File: src/rtl/flexi_packet_parser_if.sv
// Stream bus for flexi_packet_parser: framed words in,
// extracted payload words plus frame status out.
interface flexi_packet_parser_if;
  logic        validIn;
  logic [31:0] dataIn;
  logic        lastIn;
  logic        validOut;
  logic [31:0] dataOut;
  logic        lastOut;
  logic [15:0] seqOut;
  logic        pktDone;
  logic [3:0]  errCode;
  logic [15:0] goodCount;
  logic [15:0] errCount;

  modport master (
    output validIn, dataIn, lastIn,
    input  validOut, dataOut, lastOut, seqOut,
    input  pktDone, errCode, goodCount, errCount
  );

  modport slave (
    input  validIn, dataIn, lastIn,
    output validOut, dataOut, lastOut, seqOut,
    output pktDone, errCode, goodCount, errCount
  );
endinterface

File: src/rtl/flexi_packet_parser.sv
// Header/payload/footer frame parser with per-frame
// error flags, sequence tracking and frame counters.
module flexi_packet_parser #(
  parameter int          MAX_PAYLOAD = 100,
  parameter logic [31:0] FOOTER_WORD = 32'hFFFFFFFF
) (
  input logic              clk,
  input logic              resetn,
  flexi_packet_parser_if.slave bus
);

  typedef enum logic [1:0] {
    IDLE,
    PAYLOAD,
    FOOTER,
    DROP
  } state_t;

  state_t      state_q, state_d;
  logic [6:0]  len_q, len_d;
  logic [6:0]  cnt_q, cnt_d;
  logic [15:0] exp_q, exp_d;
  logic [3:0]  err_q, err_d;
  logic        vout_q, vout_d;
  logic [31:0] dout_q, dout_d;
  logic        lout_q, lout_d;
  logic [15:0] seq_q, seq_d;
  logic        done_q, done_d;
  logic [3:0]  ecode_q, ecode_d;
  logic [15:0] good_q, good_d;
  logic [15:0] bad_q, bad_d;

  logic [15:0] hdr_seq;
  logic [8:0]  hdr_rsv;
  logic [6:0]  hdr_len;
  logic        hdr_bad;
  logic [6:0]  cnt_inc;

  assign hdr_seq = bus.dataIn[31:16];
  assign hdr_rsv = bus.dataIn[15:7];
  assign hdr_len = bus.dataIn[6:0];
  assign hdr_bad = (hdr_rsv != 9'd0) || (hdr_len == 7'd0)
                || ({25'd0, hdr_len} > 32'(MAX_PAYLOAD));
  assign cnt_inc = cnt_q + 7'd1;

  // Next-state, output and counter logic for each valid beat
  always_comb begin
    logic       term;
    logic [3:0] e;
    state_d = state_q;
    len_d   = len_q;
    cnt_d   = cnt_q;
    exp_d   = exp_q;
    err_d   = err_q;
    vout_d  = 1'b0;
    dout_d  = dout_q;
    lout_d  = 1'b0;
    seq_d   = seq_q;
    done_d  = 1'b0;
    ecode_d = ecode_q;
    good_d  = good_q;
    bad_d   = bad_q;
    term    = 1'b0;
    e       = err_q;
    if (bus.validIn) begin
      unique case (state_q)
        IDLE: begin
          e     = 4'd0;
          seq_d = hdr_seq;
          exp_d = hdr_seq + 16'd1;
          len_d = hdr_len;
          cnt_d = 7'd0;
          if (hdr_seq != exp_q) e[1] = 1'b1;
          if (hdr_bad) begin
            e[0] = 1'b1;
            if (bus.lastIn) term = 1'b1;
            else state_d = DROP;
          end else if (bus.lastIn) begin
            e[2] = 1'b1;
            term = 1'b1;
          end else begin
            state_d = PAYLOAD;
          end
        end
        PAYLOAD: begin
          vout_d = 1'b1;
          dout_d = bus.dataIn;
          cnt_d  = cnt_inc;
          if (cnt_inc == len_q) begin
            lout_d = 1'b1;
            if (bus.lastIn) begin
              e[2]    = 1'b1;
              term    = 1'b1;
              state_d = IDLE;
            end else begin
              state_d = FOOTER;
            end
          end else if (bus.lastIn) begin
            lout_d  = 1'b1;
            e[2]    = 1'b1;
            term    = 1'b1;
            state_d = IDLE;
          end
        end
        FOOTER: begin
          if (bus.dataIn != FOOTER_WORD) e[3] = 1'b1;
          if (bus.lastIn) begin
            term    = 1'b1;
            state_d = IDLE;
          end else begin
            e[3]    = 1'b1;
            state_d = DROP;
          end
        end
        DROP: begin
          if (bus.lastIn) begin
            term    = 1'b1;
            state_d = IDLE;
          end
        end
        default: state_d = IDLE;
      endcase
      err_d = e;
      if (term) begin
        done_d  = 1'b1;
        ecode_d = e;
        if (e == 4'd0) good_d = good_q + 16'd1;
        else bad_d = bad_q + 16'd1;
      end
    end
  end

  // State and output registers with synchronous reset
  always_ff @(posedge clk) begin
    if (!resetn) begin
      state_q <= IDLE;
      len_q   <= 7'd0;
      cnt_q   <= 7'd0;
      exp_q   <= 16'h0001;
      err_q   <= 4'd0;
      vout_q  <= 1'b0;
      dout_q  <= 32'd0;
      lout_q  <= 1'b0;
      seq_q   <= 16'd0;
      done_q  <= 1'b0;
      ecode_q <= 4'd0;
      good_q  <= 16'd0;
      bad_q   <= 16'd0;
    end else begin
      state_q <= state_d;
      len_q   <= len_d;
      cnt_q   <= cnt_d;
      exp_q   <= exp_d;
      err_q   <= err_d;
      vout_q  <= vout_d;
      dout_q  <= dout_d;
      lout_q  <= lout_d;
      seq_q   <= seq_d;
      done_q  <= done_d;
      ecode_q <= ecode_d;
      good_q  <= good_d;
      bad_q   <= bad_d;
    end
  end

  assign bus.validOut  = vout_q;
  assign bus.dataOut   = dout_q;
  assign bus.lastOut   = lout_q;
  assign bus.seqOut    = seq_q;
  assign bus.pktDone   = done_q;
  assign bus.errCode   = ecode_q;
  assign bus.goodCount = good_q;
  assign bus.errCount  = bad_q;

endmodule

File: src/flat_wrapper.sv
// flat-port wrapper written by rule: the top's interface ports become plain ports
module flexi_packet_parser_flat 
#(
  parameter int          MAX_PAYLOAD = 100,
  parameter logic [31:0] FOOTER_WORD = 32'hFFFFFFFF
)
  (clk, resetn, bus_validIn, bus_dataIn, bus_lastIn, bus_validOut, bus_dataOut, bus_lastOut, bus_seqOut, bus_pktDone, bus_errCode, bus_goodCount, bus_errCount);
  flexi_packet_parser_if bus_i ();
  input logic clk;
  input logic resetn;
  input wire logic [$bits(bus_i.validIn)-1:0] bus_validIn;
  input wire logic [$bits(bus_i.dataIn)-1:0] bus_dataIn;
  input wire logic [$bits(bus_i.lastIn)-1:0] bus_lastIn;
  output wire logic [$bits(bus_i.validOut)-1:0] bus_validOut;
  output wire logic [$bits(bus_i.dataOut)-1:0] bus_dataOut;
  output wire logic [$bits(bus_i.lastOut)-1:0] bus_lastOut;
  output wire logic [$bits(bus_i.seqOut)-1:0] bus_seqOut;
  output wire logic [$bits(bus_i.pktDone)-1:0] bus_pktDone;
  output wire logic [$bits(bus_i.errCode)-1:0] bus_errCode;
  output wire logic [$bits(bus_i.goodCount)-1:0] bus_goodCount;
  output wire logic [$bits(bus_i.errCount)-1:0] bus_errCount;
  assign bus_i.validIn = bus_validIn;
  assign bus_i.dataIn = bus_dataIn;
  assign bus_i.lastIn = bus_lastIn;
  assign bus_validOut = bus_i.validOut;
  assign bus_dataOut = bus_i.dataOut;
  assign bus_lastOut = bus_i.lastOut;
  assign bus_seqOut = bus_i.seqOut;
  assign bus_pktDone = bus_i.pktDone;
  assign bus_errCode = bus_i.errCode;
  assign bus_goodCount = bus_i.goodCount;
  assign bus_errCount = bus_i.errCount;
  flexi_packet_parser #(.MAX_PAYLOAD(MAX_PAYLOAD), .FOOTER_WORD(FOOTER_WORD)) u_core (.clk(clk), .resetn(resetn), .bus(bus_i));
endmodule
File: config.mk
export PLATFORM = sky130hd
export DESIGN_NAME = flexi_packet_parser_flat
export DESIGN_NICKNAME = d
export VERILOG_FILES = /design/src/rtl/flexi_packet_parser_if.sv /design/src/rtl/flexi_packet_parser.sv /design/src/flat_wrapper.sv
export SDC_FILE = /design/constraint.sdc
export NUM_CORES = 1
export LEC_CHECK = 0
export ABC_AREA = 1
export CAP_MARGIN = 30
export CORE_ASPECT_RATIO = 1.75
export CORE_MARGIN = 5
export CORE_UTILIZATION = 40
export DETAILED_ROUTE_END_ITERATION = 8
export PLACE_DENSITY = 0.76
export SLEW_MARGIN = 25
export SYNTH_ARGS = -nofsm -noshare
export SYNTH_HDL_FRONTEND = slang
export SYNTH_SLANG_ARGS = --single-unit
export TNS_END_PERCENT = 100
File: constraint.sdc
create_clock -name clk -period 4.1 [get_ports clk]
set_clock_uncertainty 0.1 [all_clocks]
set_input_delay 1.025 -clock clk [delete_from_list [all_inputs] [get_ports clk]]
set_output_delay 1.025 -clock clk [all_outputs]
set_load 0.01 [all_outputs]
==> results.json <==
{
  "post-route-cell-area_um2": 8010,
  "layout.nets": 989,
  "routedWlPerCell_um": 14.4,
  "met2_track_demand_over_resource_in_global_routing_pct": 34.8,
  "tritoncts": "yes",
  "asyncSetResetFlopFracSynth_pct": 0,
  "detailed_place_hpwl_um": 11600,
  "initial_core_util_pct": 40.7,
  "crit_type": "primary input to flop",
  "r2r.worst_path.cells": 10,
  "share_of_synthesized_area_occupied_by_flip_flops_and_latches_pct": 40.8,
  "yosys_warnings": 0,
  "clock_sinks": 123,
  "cts_buffer_depth": 2,
  "postSynthNetCount": 877,
  "htree_levels": 4,
  "maxCapViolCount": 0,
  "total_power_mw": 3.44,
  "die_width_um": 103,
  "critical_path.reg2reg.endpoint": "u_core.bus.goodCount[10]",
  "fin_worst_hold_slack_ps": 383,
  "timing.critical_path.required_ps": 4270,
  "hp-start": "u_core.exp_q[1]",
  "totalNegativeSetupSlack_ps": 0,
  "placement_setup_slack_ps": 596,
  "setup_viol": 0,
  "std_cell_rows": 59,
  "area_growth_pct": 32.7,
  "clock_insertion_delay_at_the_later_pin_of_the_skew_report_ps": 410,
  "max_freq_mhz": 327,
  "slew_violations": 0,
  "postCtsHoldBufs": 0,
  "grt_setup_unrepaired": "false",
  "synth_largest_area_cell": "sky130_fd_sc_hd__dfxtp_1",
  "postRouteAntennaNets": 0,
  "min_path_type": "flop to flop",
  "worstSetupStartpointType": "primary input",
  "gr-total-overflow": 0,
  "syn_area_um2": 6030,
  "end_kind": "flop",
  "cts_inserted_buffers": 17,
  "reg_to_reg_slack_setup_ps": 2020,
  "numPortBuffers": 122,
  "post_cts_buffers": 0,
  "grt_max_degree": 80,
  "synthTopCellsByArea": "sky130_fd_sc_hd__dfxtp_1 41%, sky130_fd_sc_hd__nand2_1 9.3%, sky130_fd_sc_hd__nor2_1 6.9%",
  "num_antenna_cells": 0,
  "core_area_um2": 14800,
  "worst_hold_path.num_cells": 2,
  "gp_congestion": 0.886,
  "cts.clk_slew.worst_paths_ps": 50,
  "cp.arrival_ps": 3230,
  "flops_latches_synth": 123,
  "run_status": "finished, final reports clean",
  "post-route-period-util_pct": 74.6,
  "max_stage_delay_ps": 570,
  "critical_path.max_fanout": 17,
  "drc_errors": 0,
  "cts_resized": 0,
  "wire_length_of_the_first_global_routing_pass_um": 27000,
  "grt_pass1_vias": 5687,
  "drt-total-wl_um": 16500,
  "worst_slack_ps": 1040,
  "max_slew_margin_pct": 51.4,
  "antenna_found_initial": 0,
  "pwr_dens_nw_per_um2": 430,
  "synth-edff-count": 0,
  "detailedRoute.firstIterationViolations": 223,
  "placement.cell_area_um2": 7360,
  "overall_global_routing_resource_usage_pct": 19.1,
  "cts_root_buf": "sky130_fd_sc_hd__clkbuf_16",
  "grt.busiest_layer": "met2",
  "drive_gt1_share_pct": 10.6,
  "irDropWorstVdd_mv": 0.289,
  "cp_common_cell": "sky130_fd_sc_hd__nand2_4",
  "route.detailed.vias_per_inst": 5.08,
  "die_area_um2": 17700,
  "critical-path-slowest-cell": "sky130_fd_sc_hd__clkdlybuf4s50_1",
  "period_minus_slack_ps": 3060,
  "worstReg2RegStart": "u_core.state_q[0]",
  "num_vias": 5818,
  "fraction_of_met3_tracks_used_by_global_routing_pct": 4.24,
  "pin_count": 123,
  "synth_area_per_cell_um2": 7.21,
  "fillerInstances": 1413,
  "hold_viol_final": 0,
  "netlist_instances": 837,
  "first_pass_iters": 4,
  "timing_worst_slew_pin_value_ps": 729,
  "synth_top_area_share_pct": 40.8,
  "ys.flop_type": "sky130_fd_sc_hd__dfxtp_1",
  "grt.met1_usage_pct": 20.7,
  "die_h_um": 172,
  "worstPathCellList": "clkdlybuf4s50_1, ha_1, nand2_2, nor2_4, nand2_4, nor2_4, nand3_2, nand2_2, nand2_4, clkinv_2, nand2_4, nor2_8, nand2_4, nand2_1, a21oi_1",
  "netlist_cell_types": 45,
  "static_leakage_nw": 3.18,
  "min_to": "u_core.exp_q[1]"
}
cells by family (layout without fill, tap and decap cells):
logic type / count (synthesis) / count (layout) / synth area share (%)
simple gates: 385 / 385 / 28.8
compound gates: 166 / 166 / 15.4
flops: 123 / 123 / 40.8
buf+inv: 118 / 243 / 8.19
xor+xnor: 41 / 41 / 5.95
fa+ha+maj: 4 / 4 / 0.829
stage by stage:
step	utilization, %	cells
5_1_grt	54.0	1145
3_3_place_gp	49.6	1113
2_1_floorplan	-	837
6_report	54.0	1145
4_1_cts	54.0	1145
3_5_place_dp	49.6	1113
power breakdown:
group / leakage (nW) / internal (mW) / switching (mW)
Clock: 0.315 / 1.13 / 0.527
Sequential: 1.00 / 1.27 / 0.0430
Combinational: 1.86 / 0.199 / 0.276
Total: 3.18 / 2.60 / 0.846
sequential cells by signal, indices dropped and copies added, names as in the netlist:
register / cells
u_core.bus.lastOut: 1
u_core.bus.errCount: 16
u_core.bus.pktDone: 1
u_core.len_q: 7
u_core.state_q: 2
u_core.cnt_q: 7
u_core.bus.seqOut: 16
u_core.err_q: 4
u_core.exp_q: 16
u_core.bus.errCode: 4
u_core.bus.validOut: 1
u_core.bus.goodCount: 16
u_core.bus.dataOut: 32
worst max-delay path: cells and delay by family:
family                     cells  cell delay, ps
buffers and inverters          2             630
and+or+nand+nor               11            1270
adders and majority gates      1             230
AOI/OAI and AO/OA              1              60
worst max-delay path by stage:
stage | endpoint | startpoint | depth (start not counted)
floorplan | u_core.bus.goodCount[14] | bus_dataIn[16] | 15
global placement | u_core.bus.goodCount[14] | bus_dataIn[16] | 15
detailed placement | u_core.bus.goodCount[5] | bus_dataIn[16] | 15
CTS | u_core.bus.goodCount[5] | bus_dataIn[16] | 15
global route | u_core.bus.goodCount[1] | bus_dataIn[16] | 15
finish | u_core.bus.goodCount[10] | bus_dataIn[16] | 15
layer usage:
layer,vias up,wire length [µm]
li1,2951,-
met3,35,897
met2,151,8680
met5,-,0
met4,0,521
met1,2681,6380
synthesized netlist by cell type (2+ instances only):
library cell / instances
sky130_fd_sc_hd__o21ai_0: 73
sky130_fd_sc_hd__nor3_1: 12
sky130_fd_sc_hd__nand2_2: 14
sky130_fd_sc_hd__clkbuf_1: 27
sky130_fd_sc_hd__a21oi_2: 12
sky130_fd_sc_hd__nor2_1: 111
sky130_fd_sc_hd__nand3_1: 65
sky130_fd_sc_hd__a21oi_1: 63
sky130_fd_sc_hd__xor2_1: 22
sky130_fd_sc_hd__nand2_4: 6
sky130_fd_sc_hd__nand4_1: 8
sky130_fd_sc_hd__a31oi_1: 2
sky130_fd_sc_hd__nand3b_1: 2
sky130_fd_sc_hd__xnor2_1: 19
sky130_fd_sc_hd__nor2_4: 3
sky130_fd_sc_hd__nor2_2: 2
sky130_fd_sc_hd__o32ai_1: 3
sky130_fd_sc_hd__inv_1: 60
sky130_fd_sc_hd__o211ai_1: 3
sky130_fd_sc_hd__buf_2: 3
sky130_fd_sc_hd__nor4_1: 4
sky130_fd_sc_hd__nand2_1: 150
sky130_fd_sc_hd__nand3_2: 4
sky130_fd_sc_hd__buf_4: 2
sky130_fd_sc_hd__inv_2: 20
sky130_fd_sc_hd__ha_1: 4
sky130_fd_sc_hd__a211oi_1: 2
sky130_fd_sc_hd__o221ai_1: 2
sky130_fd_sc_hd__dfxtp_1: 123
layout make-up:
class	count	area (µm²)	area share, %
multi-input combinational	596	3090	38.6
clock inverter	7	160	2.00
clock buffer	25	485	6.06
timing repair buffer	129	1270	15.8
tap	183	229	2.86
inverter	82	309	3.86
sequential	123	2460	30.7
layout by cell type, fill, tap and decap left out, types with 5 or more instances in the layout:
| master | count |
|---|---|
| sky130_fd_sc_hd__a21oi_1 | 63 |
| sky130_fd_sc_hd__a21oi_2 | 12 |
| sky130_fd_sc_hd__buf_4 | 7 |
| sky130_fd_sc_hd__bufinv_16 | 5 |
| sky130_fd_sc_hd__clkbuf_1 | 5 |
| sky130_fd_sc_hd__clkbuf_16 | 17 |
| sky130_fd_sc_hd__clkdlybuf4s50_1 | 121 |
| sky130_fd_sc_hd__dfxtp_1 | 123 |
| sky130_fd_sc_hd__inv_1 | 60 |
| sky130_fd_sc_hd__inv_2 | 20 |
| sky130_fd_sc_hd__nand2_1 | 150 |
| sky130_fd_sc_hd__nand2_2 | 14 |
| sky130_fd_sc_hd__nand2_4 | 6 |
| sky130_fd_sc_hd__nand3_1 | 65 |
| sky130_fd_sc_hd__nand4_1 | 8 |
| sky130_fd_sc_hd__nor2_1 | 109 |
| sky130_fd_sc_hd__nor2_4 | 5 |
| sky130_fd_sc_hd__nor3_1 | 12 |
| sky130_fd_sc_hd__o21ai_0 | 73 |
| sky130_fd_sc_hd__xnor2_1 | 19 |
| sky130_fd_sc_hd__xor2_1 | 22 |
No activity file was read; power rests on OpenSTA's default activity.
